$ cat src/rtl/fir_tap_sequencer.sv
// fir_tap_sequencer: feeds one (sample, coefficient) pair per cycle to the shared MAC engine of an 11-tap FIR
module fir_tap_sequencer #(
    parameter int NTAP = 11,
    parameter int DW = 32
) (
    input  logic          clk,
    input  logic          reset,
    input  logic          coef_we,
    input  logic [3:0]    coef_addr,
    input  logic [DW-1:0] coef_wdata,
    input  logic          ss_tvalid,
    input  logic [DW-1:0] ss_tdata,
    output logic          ss_tready,
    output logic          sm_tvalid,
    output logic [DW-1:0] sm_tdata,
    input  logic          sm_tready,
    output logic [DW-1:0] mac_x,
    output logic [DW-1:0] mac_coe,
    output logic          mac_valid,
    input  logic [DW-1:0] mac_y,
    input  logic          mac_done,
    output logic          busy,
    output logic          proto_err
);
    typedef enum logic [1:0] {IDLE, RUN, OUT} state_t;
    localparam logic [3:0] KLAST = 4'(NTAP);
    state_t state;
    logic [DW-1:0] dbuf [NTAP];
    logic [DW-1:0] coef [NTAP];
    logic [DW-1:0] result;
    logic [3:0] k;
    logic [3:0] nk;
    assign nk = k + 4'd1;
    assign ss_tready = state == IDLE;
    assign sm_tdata = result;
    always_ff @(posedge clk) begin
        if (reset) begin
            for (int i = 0; i < NTAP; i++) coef[i] <= '0;
        end else if (coef_we && !busy && coef_addr < KLAST) begin
            coef[coef_addr] <= coef_wdata;
        end
    end
    always_ff @(posedge clk) begin
        if (reset) begin
            state <= IDLE;
            k <= '0;
            for (int i = 0; i < NTAP; i++) dbuf[i] <= '0;
            result <= '0;
            mac_x <= '0;
            mac_coe <= '0;
            mac_valid <= 1'b0;
            sm_tvalid <= 1'b0;
            busy <= 1'b0;
            proto_err <= 1'b0;
        end else begin
            case (state)
                IDLE: if (ss_tvalid) begin
                    for (int i = 1; i < NTAP; i++) dbuf[i] <= dbuf[i-1];
                    dbuf[0] <= ss_tdata;
                    k <= '0;
                    mac_x <= ss_tdata;
                    mac_coe <= coef[0];
                    mac_valid <= 1'b1;
                    busy <= 1'b1;
                    state <= RUN;
                end
                RUN: begin
                    // done must arrive exactly on the trailing zero cycle
                    if (mac_done != (k == KLAST)) proto_err <= 1'b1;
                    if (k == KLAST) begin
                        result <= mac_y;
                        mac_valid <= 1'b0;
                        sm_tvalid <= 1'b1;
                        state <= OUT;
                    end else begin
                        k <= nk;
                        mac_x <= nk < KLAST ? dbuf[nk] : '0;
                        mac_coe <= nk < KLAST ? coef[nk] : '0;
                    end
                end
                OUT: if (sm_tready) begin
                    sm_tvalid <= 1'b0;
                    busy <= 1'b0;
                    state <= IDLE;
                end
                default: state <= IDLE;
            endcase
        end
    end
endmodule
$ cat config.mk
export PLATFORM = sky130hd
export DESIGN_NAME = fir_tap_sequencer
export DESIGN_NICKNAME = d
export VERILOG_FILES = /design/src/rtl/fir_tap_sequencer.sv
export SDC_FILE = /design/constraint.sdc
export NUM_CORES = 1
export LEC_CHECK = 0
export ABC_AREA = 1
export BUFFER_PORTS_ARGS = -buffer_cell sky130_fd_sc_hd__clkbuf_2
export CAP_MARGIN = 15
export CELL_PAD_IN_SITES_DETAIL_PLACEMENT = 2
export CELL_PAD_IN_SITES_GLOBAL_PLACEMENT = 2
export CORE_MARGIN = 1.5
export CORE_UTILIZATION = 38
export DETAILED_ROUTE_END_ITERATION = 16
export PLACE_DENSITY = 0.76
export SLEW_MARGIN = 20
export SYNTH_ARGS = -nofsm -noshare
export SYNTH_HDL_FRONTEND = slang
export SYNTH_SLANG_ARGS = --single-unit
$ cat constraint.sdc
create_clock -name clk -period 12.43 [get_ports clk]
set_input_delay 0.6215 -clock clk [delete_from_list [all_inputs] [get_ports clk]]
set_output_delay 0.6215 -clock clk [all_outputs]
set_load 0.01 [all_outputs]
==> results.yml <==
run_status:
  status: "completed"
synthesis:
  synth_cell_types: 29
  synth_flop_cell: "edfxtp_1"
  ys_ff_latch: 842
  synthSimpleGateAreaFrac_pct: 21.9
  synth-seq-area-share_pct: 62.1
  postSynth.asyncResetShare_pct: 0
  synthXorXnorAreaFrac_pct: 0.0650
  synth_edf_count: 704
  yosys.area.top_type: "edfxtp_1"
  synth_most_common_cell: "nor2_1"
  synth_top_cells_by_area: "edfxtp_1 (55%), nor2_1 (10%), nand2_1 (7.3%)"
  yosys.area_share.adder_pct: 0.0650
  synth_compound_area_share_pct: 7.28
  synth_cells: 4378
  synth_top_cell_area_share_pct: 54.9
  yosys_warnings: 0
  synth_commonest_cells: "nor2_1 (1,064), nand2_1 (752), edfxtp_1 (704), inv_1 (557), o21ai_0 (290)"
  synthMuxAreaShare_pct: 0
  syn_avg_cell_area_sq_um: 8.80
  syn_area_sq_um: 38500
  synth_top_family_by_area: "simple AND/OR/NAND/NOR gates"
flow_run:
  cap_viol_max_count: 0
sta:
  slew_violations: 0
  max_freq_mhz: 189
  tightest_slew_ns: 1.14
  hold_viol: 0
  fin_hold_ws_ns: 0.173
  fin_ws_ns: 7.14
  layout_min_cycle_time_ns: 5.29
  rsz0062_at_grt: "no"
  setup_viol: 0
  slew_headroom_pct: 23.4
  fin_skew_ns: 0.0169
  fin_setup_tns_ns: 0
  fin_crit_sh_pct: 42.5
cts:
  htreeDepth: 3
  post_cts_buffers: 0
  cts_hold_buffers: 0
  cts_buffer_depth: 3
  cts-root-buf: "clkbuf_16"
  cts_tree: "done"
  cts-buffers-inserted: 97
  post_cts_resized: 0
  clk_pin_slew_ns: 0.06
  clk_latency_ns: 0.68
  numClockSinks: 842
die:
  die_h_um: 321
  start_util_pct: 38.4
  ios: 207
  coreArea_sq_um: 100000
  dieArea_sq_um: 103000
  die-width_um: 321
  rows: 116
power:
  peakVddDrop_v: 0.000123
  power.density_nw_per_um2: 160
  p_leak_uw: 0.0183
  fin_total_pwr_uw: 7040
grt:
  grt_pass1_vias: 32889
  grt_first_pass_wirelength_mm: 193
  grt_max_degree: 203
  track_usage_pct: 24.4
  grt-ovfl-total: 0
  antenna_found_initial: 2
drt:
  num_vias: 30299
  routedWlPerCell_um: 21.3
  viasPerCell: 5.11
  drtPass1Iterations: 7
  ant_nets: 0
  drt_iter0_drc: 1879
  routed.top_layer: "met4"
  wirelength_mm: 126
  wl_met1_mm: 54.3
  wl_met3_mm: 4.87
  wl_met2_mm: 62.8
  drc: 0
layout:
  fin_nets: 4597
  drive_gt1_share_pct: 9.89
  area_growth_pct: 13.9
critical_path:
  worstSetupStartpointType: "primary input"
  worstSetupPathType: "primary input to register"
  endpoint_kind: "register"
  path_max_fanout: 74
  cp.arrival_ns: 5.66
  required_ns: 12.80
placement:
  gp_congestion: 0.763
  preCtsSetupSlack_ns: 6.59
  hpwl_mm: 76.2
  io_buffers: 206
hold_path:
  min_path_type: "primary input to register"
-- through the flow --
step | cell area, sq um | utilization [%] | instances
floorplan | 38600 | - | 4409
finish | 43900 | 43.8 | 5930
global route | 43900 | 43.8 | 5929
detailed placement | 40700 | 40.5 | 5745
global placement | 40700 | 40.5 | 5745
CTS | 43800 | 43.7 | 5927
-- layout make-up --
type,instances,area [sq um]
diodes,1,2.50
well taps,1357,1700
flip-flops and latches,842,23900
clock buffers,144,2770
repair buffers,251,1430
clock inverters,38,389
fillers,11022,56400
multi-input cells,2720,11500
inverters,577,2190
-- cells in the final DEF, fill, tap and decap left out, types with 12 or more instances in the layout --
master     Yosys  final
inv_1        557    555
a21oi_1      245    245
clkbuf_16      0    101
clkinv_1      15     28
clkbuf_2       1    206
nand2_1      752    745
o21ai_0      290    290
clkinv_2       0     12
o21ai_1       20     20
clkbuf_1     154     35
edfxtp_1     704    704
nand2_2       11     16
nand3_1      262    261
dfxtp_1      138    137
conb_1         1     32
nor2_1      1064   1062
buf_4          9     41
or2_2         32     32
-- cell families (layout without fill, tap and decap cells) --
| logic type | Yosys count | after routing |
|---|---|---|
| compound gates | 558 | 558 |
| xor+xnor | 2 | 2 |
| fa+ha+maj | 2 | 2 |
| buf+inv | 847 | 1010 |
| flops | 842 | 842 |
| other cells | 1 | 33 |
| simple gates | 2126 | 2126 |
-- worst max-delay path, stage by stage --
cell      delay (ns)
clkbuf_2        0.08
buf_4           0.34
inv_4           0.74
buf_4           0.79
nand3_2         0.70
inv_2           0.73
o21ai_0         0.36
nand2_1         0.18
buf_4           0.40
nand2_1         0.24
buf_4           0.35
-- layer usage --
layer / track usage [%] / up-vias
met5: 0 / -
li1: - / 14164
met3: 3.28 / 243
met2: 42.8 / 532
met1: 31.0 / 15360
met4: 8.08 / 0
-- registers in the layout, indices dropped and copies added (netlist names) --
signal,count
mac_x,32
sm_tvalid,1
proto_err,1
busy,1
dbuf,352
coef,384
sm_tdata,32
state,2
mac_coe,32
mac_valid,1
k,4
-- where the power goes --
| part | internal [uW] | switching [uW] | total (uW) |
|---|---|---|---|
| sequential | 3240 | 79.2 | 3320 |
| clock | 1700 | 1190 | 2900 |
| combinational | 221 | 603 | 824 |
| total | 5160 | 1880 | 7040 |
-- worst paths after layout --
check | slack (ns) | cells past startpoint | from | end
worst max-delay path | 7.14 | 11 | reset | coef[5][4]
worst min-delay path | 0.17 | 3 | mac_y[1] | sm_tdata[1]
worst max register to register | 7.34 | 10 | k[0] | mac_x[18]
worst min register to register | 0.46 | 2 | coef[10][7] | coef[10][7]
Note: power is estimated with default switching activity, not from simulation.
